### src/rtl/i2c_burst_master.sv
// I2C burst master: START, 7-bit address + R/W, up to MAX_BYTES data bytes, STOP.
// Each bit cell is four quarter-periods of CLK_DIV clocks; SCL/SDA are decoded from the cell phase.
module i2c_burst_master #(
  parameter int CLK_DIV   = 125,
  parameter int MAX_BYTES = 4,
  parameter int LEN_W     = $clog2(MAX_BYTES + 1)
) (
  input  logic             clk,
  input  logic             reset,
  input  logic             start,
  input  logic             rw,
  input  logic [6:0]       periph_addr,
  input  logic [LEN_W-1:0] length,
  input  logic [7:0]       tx_data,
  output logic             tx_ready,
  output logic [7:0]       rx_data,
  output logic             rx_valid,
  output logic             busy,
  output logic             done,
  output logic             nack,
  output logic             scl,
  output logic             sda_oe,
  input  logic             sda_in,
  output logic [3:0]       state
);

  localparam int DIV_W = (CLK_DIV > 1) ? $clog2(CLK_DIV) : 1;
  localparam logic [DIV_W-1:0] DIV_LAST = DIV_W'(CLK_DIV - 1);
  localparam logic [LEN_W-1:0] LEN_MAX  = LEN_W'(MAX_BYTES);

  typedef enum logic [3:0] {
    S_IDLE     = 4'd0,
    S_START    = 4'd1,
    S_ADDR     = 4'd2,
    S_ADDR_ACK = 4'd3,
    S_WR_BYTE  = 4'd4,
    S_WR_ACK   = 4'd5,
    S_RD_BYTE  = 4'd6,
    S_RD_ACK   = 4'd7,
    S_STOP     = 4'd8
  } state_t;

  state_t           state_q, state_d;
  logic [DIV_W-1:0] div_q;
  logic [1:0]       qtr_q;
  logic [2:0]       bit_q;
  logic [7:0]       shreg_q;
  logic [7:0]       rx_sh_q;
  logic [7:0]       rx_data_q;
  logic [LEN_W-1:0] cnt_q;
  logic             rw_q;
  logic [6:0]       addr_q;
  logic             ack_q;      // sampled SDA level: 1 means the slave did not acknowledge
  logic             nack_q;
  logic             done_q;
  logic             rx_valid_q;

  logic             tick;
  logic             cell_end;
  logic             sample_pt;
  logic             last_bit;
  logic             shifting;
  logic             tx_load;
  logic             tx_bit;
  logic [LEN_W-1:0] len_eff;

  assign tick      = (div_q == DIV_LAST);
  assign cell_end  = tick && (qtr_q == 2'd3);
  assign sample_pt = tick && (qtr_q == 2'd2);
  assign last_bit  = (bit_q == 3'd7);
  assign shifting  = (state_q == S_ADDR) || (state_q == S_WR_BYTE) || (state_q == S_RD_BYTE);
  assign len_eff   = (length > LEN_MAX) ? LEN_MAX : length;

  // The byte is loaded on the first cycle of WR_BYTE, so its MSB is taken straight from tx_data then.
  assign tx_load = (state_q == S_WR_BYTE) && (bit_q == 3'd0) && (qtr_q == 2'd0) && (div_q == '0);
  assign tx_bit  = tx_load ? tx_data[7] : shreg_q[7];

  // NOTE: every variable gets a default first, so no path through the block can infer a latch.
  always_comb begin
    state_d = state_q;
    case (state_q)
      S_IDLE:     if (start) state_d = S_START;
      S_START:    if (cell_end) state_d = S_ADDR;
      S_ADDR:     if (cell_end && last_bit) state_d = S_ADDR_ACK;
      S_ADDR_ACK: if (cell_end) begin
                    if (ack_q || (cnt_q == '0)) state_d = S_STOP;
                    else if (rw_q)              state_d = S_RD_BYTE;
                    else                        state_d = S_WR_BYTE;
                  end
      S_WR_BYTE:  if (cell_end && last_bit) state_d = S_WR_ACK;
      S_WR_ACK:   if (cell_end) state_d = (ack_q || (cnt_q == '0)) ? S_STOP : S_WR_BYTE;
      S_RD_BYTE:  if (cell_end && last_bit) state_d = S_RD_ACK;
      S_RD_ACK:   if (cell_end) state_d = (cnt_q == '0) ? S_STOP : S_RD_BYTE;
      S_STOP:     if (cell_end) state_d = S_IDLE;
      default:    state_d = S_IDLE;
    endcase
  end

  always_comb begin
    scl    = 1'b1;
    sda_oe = 1'b0;
    case (state_q)
      S_START:    sda_oe = qtr_q[1];
      S_ADDR:     begin scl = qtr_q[1]; sda_oe = ~shreg_q[7]; end
      S_WR_BYTE:  begin scl = qtr_q[1]; sda_oe = ~tx_bit; end
      S_ADDR_ACK,
      S_WR_ACK,
      S_RD_BYTE:  scl = qtr_q[1];
      S_RD_ACK:   begin scl = qtr_q[1]; sda_oe = (cnt_q != '0); end
      S_STOP:     begin scl = (qtr_q != 2'd0); sda_oe = (qtr_q < 2'd2); end
      default:    ;
    endcase
  end

  // NOTE: sequential state uses non-blocking assignments so every register samples pre-edge values.
  always_ff @(posedge clk) begin
    if (reset) begin
      state_q    <= S_IDLE;
      div_q      <= '0;
      qtr_q      <= '0;
      bit_q      <= '0;
      shreg_q    <= '0;
      rx_sh_q    <= '0;
      rx_data_q  <= '0;
      cnt_q      <= '0;
      rw_q       <= 1'b0;
      addr_q     <= '0;
      ack_q      <= 1'b0;
      nack_q     <= 1'b0;
      done_q     <= 1'b0;
      rx_valid_q <= 1'b0;
    end else begin
      state_q    <= state_d;
      done_q     <= (state_q == S_STOP) && cell_end;
      rx_valid_q <= (state_q == S_RD_BYTE) && cell_end && last_bit;

      if (state_q == S_IDLE) begin
        div_q <= '0;
        qtr_q <= '0;
        bit_q <= '0;
      end else if (tick) begin
        div_q <= '0;
        qtr_q <= qtr_q + 2'd1;
      end else begin
        div_q <= div_q + DIV_W'(1);
      end

      if ((state_q == S_IDLE) && start) begin
        rw_q   <= rw;
        addr_q <= periph_addr;
        cnt_q  <= len_eff;
        nack_q <= 1'b0;
      end

      if (sample_pt) begin
        ack_q <= sda_in;
        if (state_q == S_RD_BYTE) rx_sh_q <= {rx_sh_q[6:0], sda_in};
      end

      if (tx_load) shreg_q <= tx_data;

      if (cell_end) begin
        bit_q <= shifting ? bit_q + 3'd1 : 3'd0;
        if (state_q == S_START) shreg_q <= {addr_q, rw_q};
        if ((state_q == S_ADDR) || (state_q == S_WR_BYTE)) shreg_q <= {shreg_q[6:0], 1'b0};
        if (((state_q == S_WR_BYTE) || (state_q == S_RD_BYTE)) && last_bit) cnt_q <= cnt_q - LEN_W'(1);
        if ((state_q == S_RD_BYTE) && last_bit) rx_data_q <= rx_sh_q;
        if (((state_q == S_ADDR_ACK) || (state_q == S_WR_ACK)) && ack_q) nack_q <= 1'b1;
      end
    end
  end

  assign tx_ready = tx_load;
  assign rx_data  = rx_data_q;
  assign rx_valid = rx_valid_q;
  assign busy     = (state_q != S_IDLE);
  assign done     = done_q;
  assign nack     = nack_q;
  assign state    = state_q;

endmodule

### config.mk
export PLATFORM = sky130hd
export DESIGN_NAME = i2c_burst_master
export DESIGN_NICKNAME = d
export VERILOG_FILES = /design/src/rtl/i2c_burst_master.sv
export SDC_FILE = /design/constraint.sdc
export NUM_CORES = 1
export LEC_CHECK = 0
export ABC_CLOCK_PERIOD_IN_PS = 1600
export CAP_MARGIN = 20
export CORE_MARGIN = 2
export CORE_UTILIZATION = 38
export DETAILED_ROUTE_END_ITERATION = 8
export SYNTH_ARGS = -nofsm -noshare
export SYNTH_HDL_FRONTEND = slang
export SYNTH_SLANG_ARGS = --single-unit
### constraint.sdc
create_clock -name clk -period 1.6 [get_ports clk]
set_input_delay 0.16 -clock clk [delete_from_list [all_inputs] [get_ports clk]]
set_output_delay 0.16 -clock clk [all_outputs]
set_load 0.01 [all_outputs]
* Word-level counts from Yosys, hierarchy flattened *
Index checks and enable logic that the tools add are counted.

cells by class
  add/sub/neg operators = 4
  magnitude comparators = 2
  equality and inequality tests = 21
  multiplexer cells = 31
  bitwise operators = 2
  reduce and logical (&&, ||, !) cells = 33

operators with widths
  kind                 number
  $mux 4               12
  $pmux 4 s9           1
  $mux 8               4
  $mux 3               7
  $eq 4x3->1 const B   4
  $ne 2x2->1 const B   7
  $logic_and 1x1->1    13
  $reduce_and 9->1     1
  $eq 4x2->1 const B   2
  $add 7x1->7 const B  1
  $eq 7x7->1 const B   1
  $logic_not 7->1      1
  $logic_not 3->1      2
  $reduce_or 6->1      1
  $logic_or 1x1->1     5
  $pmux 1 s5           1
  $eq 2x2->1 const B   2
  $eq 4x1->1 const B   1
  $eq 4x4->1 const B   1
  $logic_not 4->1      1
  $mux 1               4
  $ne 2x1->1 const B   2
  $reduce_and 2->1     2
  $reduce_bool 2->1    2
  other kinds (14)     15

word-level totals
  bits in registers = 55
  input port bits = 23
  output and inout port bits = 19
  logic and storage cells = 107

* Depth between registers and ports, before layout *
Gate-level depths: netlist of run 1.

  word-level depth = 8
  gate-level depth with buffers = 7
  depth with buffers taken out = 6

* Least setup slack after synthesis of run 1 *
Ideal clock, no wire load.

  path type = flip-flop to output port
  from = reg state_q[2] (netlist: state[2])
  to = out sda_oe
  arrival = 1612 ps
  required time = 1440 ps
  slack = -172 ps
  cell stages (with the launch flop) = 7
  path buffers = 2
  cells stage by stage = dfxtp_1 > buf_2 > nor4b_1 > nand4_1 > buf_2 > a22oi_1 > o221ai_1

between the ends
  word-level cells in the longest chain between the ends = 7
  elaborated cells on any way between the ends = 11
  classes of those cells = 5 x eq/ne; 2 x mux; 1 x bitwise; 3 x reduce/logical

ends and longest elaborated chain
  item                            RTL line  text
  start, declared                 43        state_t state_q, state_d;
  start signal, assigned          133       state_q <= state_d;
  $eq 4x3->1                      75, 102
  $logic_and 1x1->1 (3 in a row)  75        assign tx_load = (state_q == S_WR_BYTE) && (bit_q == 3'd0) && (qtr_q == 2'd0) && (div_q == '0);
  $mux 1                          76        assign tx_bit = tx_load ? tx_data[7] : shreg_q[7];
  $not 1->1                       105       S_WR_BYTE: begin scl = qtr_q[1]; sda_oe = ~tx_bit; end
  $pmux 1 s5 *                    102       case (state_q)
  end, declared                   22        output logic sda_oe,

Mark *: on every way between the ends. The rest lies on a longest branch, timed or not.

* Worst setup path after layout of run 1 *
  from = reg qtr_q[1]
  to = out sda_oe

between the ends
  word-level cells in the longest chain between the ends = 6
  elaborated cells on any way between the ends = 7
  classes of those cells = 1 x order compare; 2 x mux; 1 x bitwise; 3 x reduce/logical

ends and longest elaborated chain
  item                            RTL line  text
  start, declared                 45        logic [1:0] qtr_q;
  start signal, assigned          143       qtr_q <= qtr_q + 2'd1;
  $logic_not 2->1                 75
  $logic_and 1x1->1 (2 in a row)  75
  $mux 1                          76
  $not 1->1                       105
  $pmux 1 s5 *                    102

Marked as above.

==> summary by stage, run 1 <==
Power and ir drop
The overall power is around 3.4 mW. The power per cell area is just under 800 nW/um^2. Across the VDD grid, the largest voltage drop is 0.542 mV. The leakage dissipation is ~1.7 nW.

Critical path
The worst setup path is captured at an output port. In this run the critical register-to-register path is launched from bit_q[0]$_SDFFE_PP0P_. The worst register-to-register path has a depth of 8. The arrival time at the worst endpoint is roughly 1.8 ns. The required time at the worst-slack endpoint is 1.44 ns. The top fanout value on the critical path is 2.

The critical path is of the reg -> out type. STA classifies the critical path startpoint as a register. In this run the register-to-register setup slack is -0.18 ns. In this run the critical register-to-register path is captured at rx_data[7]$_SDFFE_PP0P_.

Floorplanning
In this run the count of I/O pins placed on the die edge is 42. The horizontal die dimension is 90.0 um. The starting density of the core is 38.9%.

The site row count is 31. The area of the core is approximately 7200 um^2. The floorplan step defined a die boundary enclosing between 8000 and 9000 um^2. From bottom edge to top edge, the die measures roughly 90 um.

Routing
In the routed design, unresolved DRC markers number 0. The via count of the routed design is around 2600. Wires add up to 7350 um.

The routed length per instance is 14.1 um. After detailed routing, the number of vias per cell comes to 5.08. The count of nets left with antenna violations once routing finished came out at 0. The detailed router finished its first iteration with 84 violations. The number of iterations in the first detailed-routing pass is 4.

Placed design
The congestion estimate from routability-driven global placement came to between 0.9 and 1. The total half-perimeter wirelength after legalization and detailed placement is about 5300 um. Buffers placed on the I/O ports in this run total 41. After detailed placement, the total cell area comes to 3810 um^2.

Prior to clock tree synthesis, the placed netlist has a worst setup slack of -0.379 ns.

Clocking
The maximum level of the CTS H-tree is 2. The buffer cell driving the clock tree root is sky130_fd_sc_hd__clkbuf_8. Counting every sink on the clock net gives between 50 and 60. The clock network latency to the later pin of the worst-skew pair is 0.32 ns. After clock tree synthesis, the clock-pin slew on the worst setup and hold paths is 0.11 ns. The number of clock buffers added by TritonCTS is 5. The number of hold buffers added after CTS was 0. The TritonCTS clock tree is done. Counting along the longest clock path gives a buffer depth of 2.

Logic synthesis
The share of synthesized area occupied by flip-flops and latches is 39.2%. The number of nets handed over by synthesis was 346. For this run, the leading register cell type out of synthesis is sky130_fd_sc_hd__dfxtp_1.

In the synthesized netlist the async set-or-reset flop fraction comes to 0%. After technology mapping, the gate count stands at roughly 310. The average instance in the mapped netlist occupies 8.97 um^2. After synthesis the cells add up to 2810 um^2. Yosys mapped a number of flops with a built-in enable equal to 0. In this run, distinct cell masters in the synthesized netlist total 53. The total number of yosys warnings is 0. Synthesis inferred 55 register bits.

Timing
The number of setup violations in the final report is between 40 and 50. The total negative slack for setup checks is -4.03 ns. The worst hold slack after final layout is 0.383 ns. Setup repair after global routing could not meet its margin everywhere.

The setup clock skew after layout is 0.00752 ns. Setup slack on the critical path of the routed design comes to -0.320 ns. The final count of hold timing violations is 0. The worst-margin pin slew is approximately 0.38 ns. The final critical-path required period is 1.92 ns.

The number of pins exceeding their max-slew limit in the final report is 0. Headroom to the max-slew limit came out at 74.5%. The fmax is between 0.5 and 0.6 GHz.

The final critical-path share of the clock period is 120%.

GRT
The initial antenna violation count was 0. The overall fraction of global-route tracks in use is 18.1%. The number of global-route vias before repair came to 2513. After global routing the overflow that remains totals 0. Entering global routing, the biggest net connects 19 pins.

The wire length of the first global-routing pass is roughly 12000 um.

Finish
Relative to the synthesized area, the layout overhead comes to 54.4%. The number of nets in the layout is 454. The final design area excluding fillers is 4330 um^2. Leaving out fill and tap cells, the most frequent cells in the layout are 68 x sky130_fd_sc_hd__buf_4, 43 x sky130_fd_sc_hd__dfxtp_1, 35 x sky130_fd_sc_hd__clkdlybuf4s50_1, 32 x sky130_fd_sc_hd__nor2_1, 25 x sky130_fd_sc_hd__mux2i_1. The most common library cell in the layout ignoring fill and taps is sky130_fd_sc_hd__buf_4. The repair_antennas step left the layout with diodes totalling 0. The fraction of layout cells with a size suffix above 1 is 39.8%.

Worst hold path
The path class of the tightest hold or removal check is in -> reg. The worst hold endpoint is addr_q[3]$_SDFFE_PP0P_. The worst hold path passes through 3 cells. The startpoint identified for the worst hold timing path is periph_addr[3].

Outcome
The final reports fail on negative setup slack. The run finished, with violations left.

Job
The max-capacitance violation count is 0.
==> cells in the mapped netlist, types with 2 or more instances <==
cell type	count	area, um^2
sky130_fd_sc_hd__nor4b_1	2	17.5
sky130_fd_sc_hd__buf_6	4	45.0
sky130_fd_sc_hd__o21ai_0	3	15.0
sky130_fd_sc_hd__nor3b_1	2	15.0
sky130_fd_sc_hd__nor2_1	37	139
sky130_fd_sc_hd__clkbuf_1	10	37.5
sky130_fd_sc_hd__inv_1	15	56.3
sky130_fd_sc_hd__nor3_1	6	30.0
sky130_fd_sc_hd__o221ai_1	2	17.5
sky130_fd_sc_hd__buf_2	5	25.0
sky130_fd_sc_hd__and3_1	2	12.5
sky130_fd_sc_hd__dfxtp_1	55	1100
sky130_fd_sc_hd__mux2i_1	26	260
sky130_fd_sc_hd__nand3b_1	2	15.0
sky130_fd_sc_hd__o22ai_1	6	37.5
sky130_fd_sc_hd__xor2_1	2	17.5
sky130_fd_sc_hd__a21oi_1	21	105
sky130_fd_sc_hd__nor4_1	2	12.5
sky130_fd_sc_hd__a22o_1	7	61.3
sky130_fd_sc_hd__nor2b_1	3	18.8
sky130_fd_sc_hd__a211oi_1	3	22.5
sky130_fd_sc_hd__nor4_4	3	63.8
sky130_fd_sc_hd__a2bb2oi_1	2	17.5
sky130_fd_sc_hd__a31oi_1	3	18.8
sky130_fd_sc_hd__nand2b_1	5	31.3
sky130_fd_sc_hd__a22oi_1	9	67.6
sky130_fd_sc_hd__nand3_1	13	65.1
sky130_fd_sc_hd__nand2_1	21	78.8
sky130_fd_sc_hd__and4_1	3	26.3
sky130_fd_sc_hd__a221oi_1	2	17.5
sky130_fd_sc_hd__ha_1	10	125
sky130_fd_sc_hd__xnor2_1	6	52.6
==> report_power, final <==
part	total [mW]	switching, mW	internal (mW)
Combinational	1.10	0.494	0.602
Sequential	1.45	0.0274	1.42
Clock	0.818	0.501	0.318
Total	3.36	1.02	2.34
==> worst max-delay path: stages (launching register included) <==
cell,delay (ns)
sky130_fd_sc_hd__dfxtp_4,0.37
sky130_fd_sc_hd__inv_4,0.06
sky130_fd_sc_hd__ha_4,0.12
sky130_fd_sc_hd__and3b_1,0.17
sky130_fd_sc_hd__nand4_1,0.14
sky130_fd_sc_hd__buf_4,0.18
sky130_fd_sc_hd__a22oi_2,0.15
sky130_fd_sc_hd__o221ai_2,0.10
sky130_fd_sc_hd__buf_2,0.14
==> final cells by class <==
class	instances	area (um^2)
inverter	15	58.8
clock inverter	3	23.8
multi-input combinational	222	1840
timing repair buffer	122	1100
fill	633	2880
tap	99	124
sequential	55	1120
clock buffer	5	68.8
==> per-stage QoR <==
stage / util (%) / instances
floorplan: - / 313
global placement: 52.8 / 497
detailed placement: 52.8 / 497
CTS: 57.2 / 515
global route: 60.1 / 521
finish: 60.1 / 521
==> state kept, by name, indices dropped and copies added, names as in the netlist, 2 cells and up <==
signal,flops
cnt_q,3
state,4
qtr_q,2
rx_data,8
rx_sh_q,8
shreg_q,8
addr_q,7
div_q,7
bit_q,3
==> per-layer routing <==
layer,up-vias,share of wire [%],wire [um],global-route usage (%)
met5,-,0,0,0
met4,0,1.3,98,4.62
met3,11,3.3,245,3.02
met2,43,47,3460,28.9
met1,1260,48,3550,25.7
li1,1335,-,-,-
==> kinds of logic after synthesis <==
logic type | count (synthesis) | synth area share [%]
DFF | 55 | 39.2
muxes | 26 | 9.27
and+or+nand+nor | 111 | 21.8
buffers and inverters | 36 | 6.42
AOI/OAI and AO/OA | 67 | 16.3
adders and majority gates | 10 | 4.46
xor gates and xnor gates | 8 | 2.50
==> how the worst max path moves through the flow <==
stage / endpoint / slack, ns / start / depth (start not counted)
global route: sda_oe / -0.40 / qtr_q[1]$_SDFFE_PP0P_ / 8
global placement: sda_oe / -0.34 / div_q[1]$_SDFF_PP0_ / 7
finish: sda_oe / -0.32 / qtr_q[1]$_SDFFE_PP0P_ / 8
CTS: sda_oe / -0.35 / qtr_q[0]$_SDFFE_PP0P_ / 8
detailed placement: sda_oe / -0.38 / div_q[0]$_SDFF_PP0_ / 7
floorplan: rx_data[0]$_SDFFE_PP0P_ / -0.09 / bit_q[1]$_SDFFE_PP0P_ / 6
==> repair_timing <==
action / in CTS / in global routing
setup buffers: 12 / 10
pin swaps: 23 / 21
endpoints found under the setup margin: 51 / 59
gates resized for setup: 60 / 42
Note: power is estimated with default switching activity, not from simulation.
==> run 2: changes to the inputs <==
--- a/config.mk
+++ b/config.mk
@@ -7,7 +7,6 @@
 export LEC_CHECK = 0
 export ABC_CLOCK_PERIOD_IN_PS = 1600
 export CAP_MARGIN = 20
-export CORE_MARGIN = 2
 export CORE_UTILIZATION = 38
 export DETAILED_ROUTE_END_ITERATION = 8
 export SYNTH_ARGS = -nofsm -noshare
==> summary by stage, run 2 (same netlist as run 1, synthesis figures left out) <==
Worst hold path
The kind of path behind the tightest hold check is in -> reg. The instance count along the most critical hold path is 3. For hold timing, the worst endpoint is addr_q[2]$_SDFFE_PP0P_. The launch point of the worst hold path is periph_addr[2].

GRT
Entering global routing, the biggest net connects 35 pins. The number of global-route vias before repair is approximately 2600. The overall fraction of global-route tracks in use is roughly a fifth.

The initial antenna violation count was 0. The first global-routing pass estimated 12500 um of wire. The leftover overflow at the end of global routing is 0.

Finish
The number of antenna diodes in the final layout is 0. After the flow finishes, the layout carries non-filler instances totaling 528. The library cell used most frequently in the layout, excluding fill and tap cells, is sky130_fd_sc_hd__buf_4. The multi-input combinational cells in the finished layout cover a total of 1950 um^2. The fraction of layout cells with a size suffix above 1 is 47.2%.

In the layout the commonest cells are 61 x sky130_fd_sc_hd__buf_4, 40 x sky130_fd_sc_hd__dfxtp_1, 34 x sky130_fd_sc_hd__clkdlybuf4s50_1, 29 x sky130_fd_sc_hd__nor2_1, 26 x sky130_fd_sc_hd__buf_6. The number of filler cells placed in the layout is 577. The core utilization of the finished layout is between 60% and 70%. The storage element area is 1130 um^2. The growth of design area from synthesis to finish is 64.5%. For this run, the post-layout net count is 464.

Placed design
Including well taps, the total number of placed cells is 495. Summed over all nets, the half-perimeter wirelength after detailed placement is between 5000 and 6000 um. The global placement routability congestion is about 0.8. The number of buffer cells added on primary ports is between 40 and 50.

Timing
Of the available clock period, the critical path in the final layout requires 121%. The final critical-path required period is 1.94 ns. The worst pin sits at a relative slew slack of 71.8%. Setup repair after global routing could not meet its margin everywhere. Setup violations remaining at the end of the flow were counted as 30.

Clock skew on the completed layout was measured at about 0.0076 ns. The final count of hold timing violations is 0. The fmax is between 0.5 and 0.6 GHz. The minimum setup slack in the final design is -0.337 ns. The worst hold slack after final layout is just under 0.4 ns. The number of pins exceeding their max-slew limit in the final report is 0. For the pin with the worst max-slew slack, the measured transition is 0.423 ns.

Clocking
The CTS sink count is 55. TritonCTS built the clock tree. The clock transition time at the flip-flop clock pins of the worst setup and hold paths is 0.10 ns.

The number of hold buffers added after CTS was 0. The maximum level of the CTS H-tree is 2. The clock reaches the later pin of the worst-skew pair after around 0.32 ns. The number of buffers between clock root and the deepest sink is 2.

The number of buffers added by the clock tree synthesis step is 5. The tree is rooted in a sky130_fd_sc_hd__clkbuf_8.

Floorplanning
The die height is between 80 and 90 um. Once the floorplan was initialized, standard cells occupied between 40% and 50% of the core. In this run the standard cell core region covers 6980 um^2. The area of the die is 7740 um^2. The horizontal die dimension is 88.0 um. The number of top-level design ports is 42. The site row count is 30.

Routing
The routed length per instance is 15.0 um. The final layout contains routed wiring with a total length of approximately 7900 um. The number of remaining DRC errors is 0. The via count of the routed design is 2711. Dividing the detail-routed via count by the number of cells gives 5.13. The initial DRC count is around 140.

The count of antenna-violating nets left after detailed routing is 0. The number of iterations in the first detailed-routing pass is 4.

Power and ir drop
For this design the static power due to leakage is roughly 1.8 nW. Across the VDD grid, the largest voltage drop is 0.495 mV. The power per cell area is 778 nW/um^2.

Critical path
The delay of the slowest cell on the worst path is 0.37 ns. The critical path contains buffers and inverters numbering 3 combined. The category of the worst setup path capture point is an output port.

The slowest stage of the critical path is the sky130_fd_sc_hd__dfxtp_4 cell. For the worst setup path, the data required time is 1.44 ns. Walking the worst path, the cells encountered are inv_4, ha_4, and3b_1, nand4_1, buf_4, a22oi_2, o221ai_2, buf_2. The flop-to-flop setup slack is -0.13 ns. The arrival time at the worst endpoint is ~1.8 ns. The critical path start-end classification is reg -> out. In this design, the largest share of critical-path delay is due to buffers and inverters. Along the worst path, the maximum fanout reaches 2. The startpoint of the worst register-to-register path is bit_q[0]$_SDFFE_PP0P_.

The depth of the worst register-to-register path is 9. The endpoint identified for the worst register-to-register timing path is rx_data[1]$_SDFFE_PP0P_. The type of element launching the critical path is a register.

Outcome
The final reports fail on negative setup slack. The flow ran to the end, but the final reports show violations.

Job
The tool flagged a number of max-cap violations equal to 0.
==> run 2: worst min-delay path, delay by kind of cell <==
kind / cells / cell delay [ns]
buffers and inverters: 1 / 0.40
AND/OR/NAND/NOR: 1 / 0.06
AO/OA/AOI/OAI: 1 / 0.05
==> run 2: cell type report <==
class,instances,area share [%]
multi-input cells,222,42.1
repair buffers,132,27.0
flip-flops and latches,55,24.4
well taps,96,2.60
clock buffers,5,1.49
inverters,15,1.33
clock inverters,3,1.03
==> run 2: metal layers <==
metal	track usage [%]	wire (um)	vias up
met3	4.24	265	13
met4	4.92	129	0
li1	-	-	1350
met1	27.8	3670	1299
met2	34.8	3870	49
met5	0	0	-
==> run 2: stage by stage <==
| step | setup slack, ns | setup TNS, ns | cell area [um^2] | power [mW] |
|---|---|---|---|---|
| 2_1_floorplan | -0.0904 | -1.04 | 2900 | 1.90 |
| 3_3_place_gp | -0.343 | -5.31 | 3820 | 2.25 |
| 3_5_place_dp | -0.386 | -5.55 | 3820 | 2.26 |
| 4_1_cts | -0.318 | -4.67 | 4310 | 3.43 |
| 5_1_grt | -0.436 | -6.18 | 4620 | 3.76 |
| 6_report | -0.337 | -2.60 | 4620 | 3.59 |
==> run 2: how the worst max path moves through the flow <==
stage / from / slack, ns / endpoint / depth (start not counted)
2_1_floorplan: bit_q[1]$_SDFFE_PP0P_ / -0.09 / rx_data[0]$_SDFFE_PP0P_ / 6
3_3_place_gp: div_q[1]$_SDFF_PP0_ / -0.34 / sda_oe / 7
3_5_place_dp: div_q[1]$_SDFF_PP0_ / -0.39 / sda_oe / 7
4_1_cts: qtr_q[1]$_SDFFE_PP0P_ / -0.32 / sda_oe / 8
5_1_grt: qtr_q[0]$_SDFFE_PP0P_ / -0.44 / sda_oe / 8
6_report: qtr_q[1]$_SDFFE_PP0P_ / -0.34 / sda_oe / 8
==> run 2: where the power goes <==
part	internal (mW)	switching (mW)	leakage [nW]	total (mW)
Combinational	0.629	0.531	1.30	1.16
Sequential	1.42	0.0421	0.453	1.46
Clock	0.475	0.495	0.0587	0.970
Total	2.53	1.07	1.82	3.59
==> run 2: what timing repair did <==
action	4_1_cts	5_1_grt
resized for setup	88	69
buffers inserted	19	13
pin swaps	28	40
setup endpoints to repair	52	57
==> RTL edit 1: new RTL, settings of run 1 <==
The parameter `CLK_DIV` goes from 125 to 250.
--- a/src/rtl/i2c_burst_master.sv
+++ b/src/rtl/i2c_burst_master.sv
@@ -1,7 +1,7 @@
 // I2C burst master: START, 7-bit address + R/W, up to MAX_BYTES data bytes, STOP.
 // Each bit cell is four quarter-periods of CLK_DIV clocks; SCL/SDA are decoded from the cell phase.
 module i2c_burst_master #(
-  parameter int CLK_DIV   = 125,
+  parameter int CLK_DIV   = 250,
   parameter int MAX_BYTES = 4,
   parameter int LEN_W     = $clog2(MAX_BYTES + 1)
 ) (
Check against the original RTL: no difference found for any inputs over 10 cycles, from zero or initial values and one cycle with reset high; that may be too few to reach the edited logic, so the function may still have changed.
==> RTL edit 1 against run 1 <==
The run still ends with setup timing left. Setup slack worse by 0.043 ns. First-iteration DRC count is 30% higher. Routed wire length is 5.7% higher. Synthesized area is 4.0% higher. Sequential cell count is 1 higher. Final area is 1.6% higher. Critical path type unchanged.
Power is not compared: it rests on default switching activity, and its combinational part moved more than twofold at a synthesized area within 25%.
==> RTL edit 1: results (changes against run 1) <==
CTS root buf=clkbuf_8 (unchanged); hold path cells=3 (unchanged); CTS buffer count=5 (unchanged); pre-CTS WS=-0.497 ns (was -0.379 ns); worst reg2reg endpoint=state[2] (was rx_data[7]); dominant cells by area after synthesis=dfxtp_1, mux2i_1, nor2_1 (unchanged); failing checks=setup timing (unchanged); beginning of the critical path=div_q[1] (was qtr_q[1]); TNS Setup=-4.11 ns (was -4.03 ns); deepest clock path buffer count=2 (unchanged); PnR worst setup slack=-0.363 ns (was -0.320 ns); Most used DFF post-synth=dfxtp_1 (unchanged); outcome=finished, violations left (unchanged); clk slew on worst S/H paths=0.11 ns (about the same); fin cells=534 (was 521); Synth Area per Inst=8.95 um2 (was 8.97 um2); Iteration-0 DRC Markers=109 (was 84); Detailed Routing Iterations Pass 1=4 (unchanged); Final GP Congestion=0.837 (was 0.909); Placed Area=3750 um2 (was 3810 um2); largest net degree at the start of global routing=20 (was 19); Largest delay share family, worst path=simple AND/OR/NAND/NOR gates (was buffers and inverters); placed insts=505 (was 497); crit path DAT=1.80 ns (was 1.76 ns); clk_skew=0.00892 ns (was 0.00752 ns); H-tree depth=2 (unchanged); post-DP HPWL=5400 um (was 5320 um); Syn. warnings=0 (unchanged); Post-Syn Nets=360 (was 346); Final Setup Violations=37 (was 42); fillers=625 (was 633); Synth top cells by count=dfxtp_1, nor2_1, nand2_1 (was dfxtp_1, nor2_1, mux2i_1); CP max stage delay=0.34 ns (was 0.37 ns); GRT Total Usage=0.181 (about the same); global-route wire length before repair=12400 um (was 12100 um); Avg WL per Cell=14.5 um (was 14.1 um); CP max stage cell=dfxtp_2 (was dfxtp_4); PortBufs=41 (unchanged); Critical R2R Launch=bit_q[1] (was bit_q[0]); worst hold path class=in2reg (unchanged); fin nets=468 (was 454); Worst Reg2Reg Path Length in Cells=7 (was 8); crit-path max FO=3 (was 2); multi-input logic area=1890 um2 (was 1840 um2); Antenna diodes=0 (unchanged); Hold Path Sink=addr_q[3] (unchanged); Worst-Margin Slew=0.378 ns (was 0.379 ns); routed vias/inst=5.04 (was 5.08); vias in the first global route=2566 (was 2513); IR drop worst, VDD=around 0.50 mV; min-delay src=periph_addr[3] (unchanged); initial antenna violation count=0 (unchanged); Worst R2R Setup Slack=-0.18 ns (about the same); Yosys cell types=62 (was 53); layout cells sized above 1=0.386 (was 0.398); Worst-Skew Late Latency=0.32 ns (about the same); sequential share of the synthesized area=0.384 (was 0.392); worst hold slack=0.401 ns (was 0.383 ns); LEAKAGE=between 1.5 and 2 nW; Post-synth ARST share=0 (unchanged)
-- RTL edit 1: report_power, final --
part / leakage, nW / internal, mW / switching [mW]
Sequential: 0.458 / 1.50 / 0.0872
Clock: 0.0452 / 0.321 / 0.504
Combinational: 1.31 / 1.19 / 1.07
-- RTL edit 1: logic make-up (layout without fill, tap and decap cells) --
kind of cell / Yosys count / in the layout / synth area share
mux: 28 / 28 / 0.0960
buf+inv: 36 / 145 / 0.0720
fa+ha+maj: 11 / 11 / 0.0471
flops: 56 / 56 / 0.384
simple gates: 136 / 136 / 0.256
xor+xnor: 8 / 8 / 0.0240
compound gates: 51 / 51 / 0.121
-- RTL edit 1: layout make-up --
cell class	instances	area share
inverters	18	0.0153
clock inverters	3	0.00569
well taps	99	0.0281
flip-flops and latches	56	0.259
repair buffers	119	0.246
multi-input cells	234	0.430
clock buffers	5	0.0156
-- RTL edit 1: routing by layer --
| layer | GRT usage | wire [um] | vias to the layer above |
|---|---|---|---|
| li1 | - | - | 1352 |
| met1 | 0.262 | 3860 | 1264 |
| met2 | 0.270 | 3430 | 65 |
| met3 | 0.0378 | 379 | 8 |
| met4 | 0.0505 | 96 | 0 |
| met5 | 0 | 0 | - |
-- RTL edit 1: timing repair --
item                       4_1_cts  5_1_grt
setup buffers                   12       13
setup endpoints to repair       55       58
pin swaps                       24       39
hold buffers                     0        0
resized for setup               75       56
-- RTL edit 1: worst max path at each step --
stage                           to  slack [ns]  depth (start not counted)
final                       sda_oe       -0.36                          7
after CTS                   sda_oe       -0.37                          7
after global routing        sda_oe       -0.51                          7
after floorplan             sda_oe      -0.002                          6
after global placement    tx_ready       -0.48                          8
after detailed placement  tx_ready       -0.50                          8
==> RTL edit 2: new RTL, flow settings as in run 1 <==
Made on the original files. Reset style: asynchronous (`reset`), changed in one clocked block.
--- a/src/rtl/i2c_burst_master.sv
+++ b/src/rtl/i2c_burst_master.sv
@@ -113,7 +113,7 @@
   end
 
   // NOTE: sequential state uses non-blocking assignments so every register samples pre-edge values.
-  always_ff @(posedge clk) begin
+  always_ff @(posedge clk or posedge reset) begin
     if (reset) begin
       state_q    <= S_IDLE;
       div_q      <= '0;
Check against the original RTL: differs if reset is asserted again (counterexample within 4 cycles, from zero or initial values and one cycle with reset high); with reset held inactive, the same outputs for 10 cycles.
==> RTL edit 2 against run 1 <==
The flow still finishes with violations (setup timing). Final area grew 9.4%. Largest cell class unchanged. Sequential cell count is the same. Routed wire length grew 16%. Setup slack lost 0.12 ns. Critical endpoint unchanged. Non-clock buffer count grew 12. Synthesized cell count shrank 22%. Synthesized area grew 0.80%.
Power is not compared: it rests on default switching activity, and its combinational part moved more than twofold at a synthesized area within 25%.
==> RTL edit 2: results (changes against run 1) <==
outcome=finished, violations left (unchanged); failing checks=setup timing (unchanged); Synth Area in Compound Gates=0.0995 (was 0.163); CP max stage delay=0.41 ns (was 0.37 ns); worst hold path class=in2async (was in2reg); post-DP HPWL=4700 um (was 5320 um); WL final=8510 um (was 7350 um); crit path DAT=1.88 ns (was 1.76 ns); Synth Area in XOR/XNOR=0.0217 (was 0.0250); CTS buffer count=5 (unchanged); Worst-Skew Late Latency=0.32 ns (about the same); largest net degree at the start of global routing=34 (was 19); Worst R2R Setup Slack=-0.37 ns (was -0.18 ns); Iteration-0 DRC Markers=153 (was 84); via count=2465 (was 2649); Post-Synth Adder-Cell Area=0.0442 (was 0.0446); PnR worst setup slack=-0.441 ns (was -0.320 ns); dominant cells by area after synthesis=dfrtp_1, mux2_2, mux2i_1 (was dfxtp_1, mux2i_1, nor2_1); sequential share of the synthesized area=0.486 (was 0.392); fin nets=406 (was 454); routed vias/inst=5.21 (was 5.08); Final GP Congestion=0.841 (was 0.909); Synth top area share=0.486 (was 0.392); Post-synth ARST share=1.00 (was 0); portion of netlist area occupied by mux cells=0.156 (was 0.0927); Post-Syn Nets=276 (was 346); LEAKAGE=2.19 nW; vias in the first global route=2581 (was 2513); Detailed Routing Iterations Pass 1=5 (was 4); Largest delay share family, worst path=flip-flops (was buffers and inverters); Slew HR=0.771 (was 0.745); placed insts=428 (was 497); global-route wire length before repair=13100 um (was 12100 um); clk_skew=0.0102 ns (was 0.00752 ns); Final Setup Violations=58 (was 42); Synth top cells by count=dfrtp_1, mux2_2, nor2_1 (was dfxtp_1, nor2_1, mux2i_1); CP max stage cell=dfrtp_1 (was dfxtp_4); GRT Total Usage=0.200 (was 0.181); deepest clock path buffer count=2 (unchanged); Synth Instances=243 (was 313); worst hold slack=0.125 ns (was 0.383 ns); layout cells sized above 1=0.529 (was 0.398)
==> RTL edit 2: cell types whose count changed after synthesis, moves of 7 or more <==
cell,change
nand2_1,-15
mux2i_1,-11
dfrtp_1,+55
mux2_1,+9
clkbuf_1,-7
nor2_1,-21
dfxtp_1,-55
a21oi_1,-17
nand3_1,-7
a22o_1,-7
mux2_2,+17
==> RTL edit 2: power by group through the flow <==
stage                     Sequential [mW]  Clock [mW]  Combinational (mW)
final                                1.86       0.946                3.21
after global routing                 1.89        1.03                3.44
after CTS                            1.85       0.965                2.72
after detailed placement             1.83           0                2.09
after global placement               1.83           0                2.06
after floorplan                      1.89           0                1.15
==> RTL edit 2: through the flow <==
step / instance area, um2 / power, mW / utilization / setup slack, ns / setup TNS (ns)
after CTS: 4500 / 5.53 / 0.624 / -0.430 / -9.50
after global placement: 3760 / 3.89 / 0.522 / -0.428 / -6.39
after global routing: 4740 / 6.36 / 0.657 / -0.524 / -14.74
after detailed placement: 3760 / 3.93 / 0.522 / -0.507 / -6.93
final: 4740 / 6.02 / 0.657 / -0.441 / -10.83
after floorplan: 2870 / 3.04 / - / -0.139 / -1.29
==> RTL edit 2: routing by layer <==
layer,global-route usage,vias up,routed length (um)
met2,0.334,64,4450
met5,0,-,0
met1,0.266,1240,3600
met4,0.0590,0,187
met3,0.0367,21,267
li1,-,1140,-
==> RTL edit 2: area by class of cell <==
class | count | area, um2
Sequential cell | 55 | 1380
Timing Repair Buffer | 134 | 1320
Tap cell | 99 | 124
Inverter | 15 | 56.3
Clock buffer | 6 | 72.6
Multi-Input combinational cell | 162 | 1750
Fill cell | 524 | 2470
Clock inverter | 2 | 38.8
==> RTL edit 2: repair_timing <==
item,in CTS,in global routing
endpoints found under the hold margin,0,0
endpoints found under the setup margin,53,61
cloned,4,0
setup buffers,33,22
resized for setup,98,54
pin swaps,30,33
==> RTL edit 2: path summary, 6_finish.rpt <==
| path | startpoint | depth (start not counted) | to |
|---|---|---|---|
| worst min-delay path | reset | 2 | rx_valid |
| worst min register to register | rx_data[5] | 1 | rx_data[5] |
| worst max-delay path | bit_q[0] | 8 | sda_oe |
| max in group asynchronous | reset | 3 | state[3] |
| worst max register to register | state[0] | 6 | state[2] |
| min in group clk | periph_addr[0] | 2 | addr_q[0] |
==> RTL edit 2: logic make-up after synthesis <==
| family | count (synthesis) |
|---|---|
| AO/OA/AOI/OAI | 37 |
| AND/OR/NAND/NOR | 66 |
| adder cells (fa/ha/maj) | 10 |
| multiplexers | 41 |
| flip-flops | 55 |
| buffers and inverters | 27 |
| XOR/XNOR | 7 |
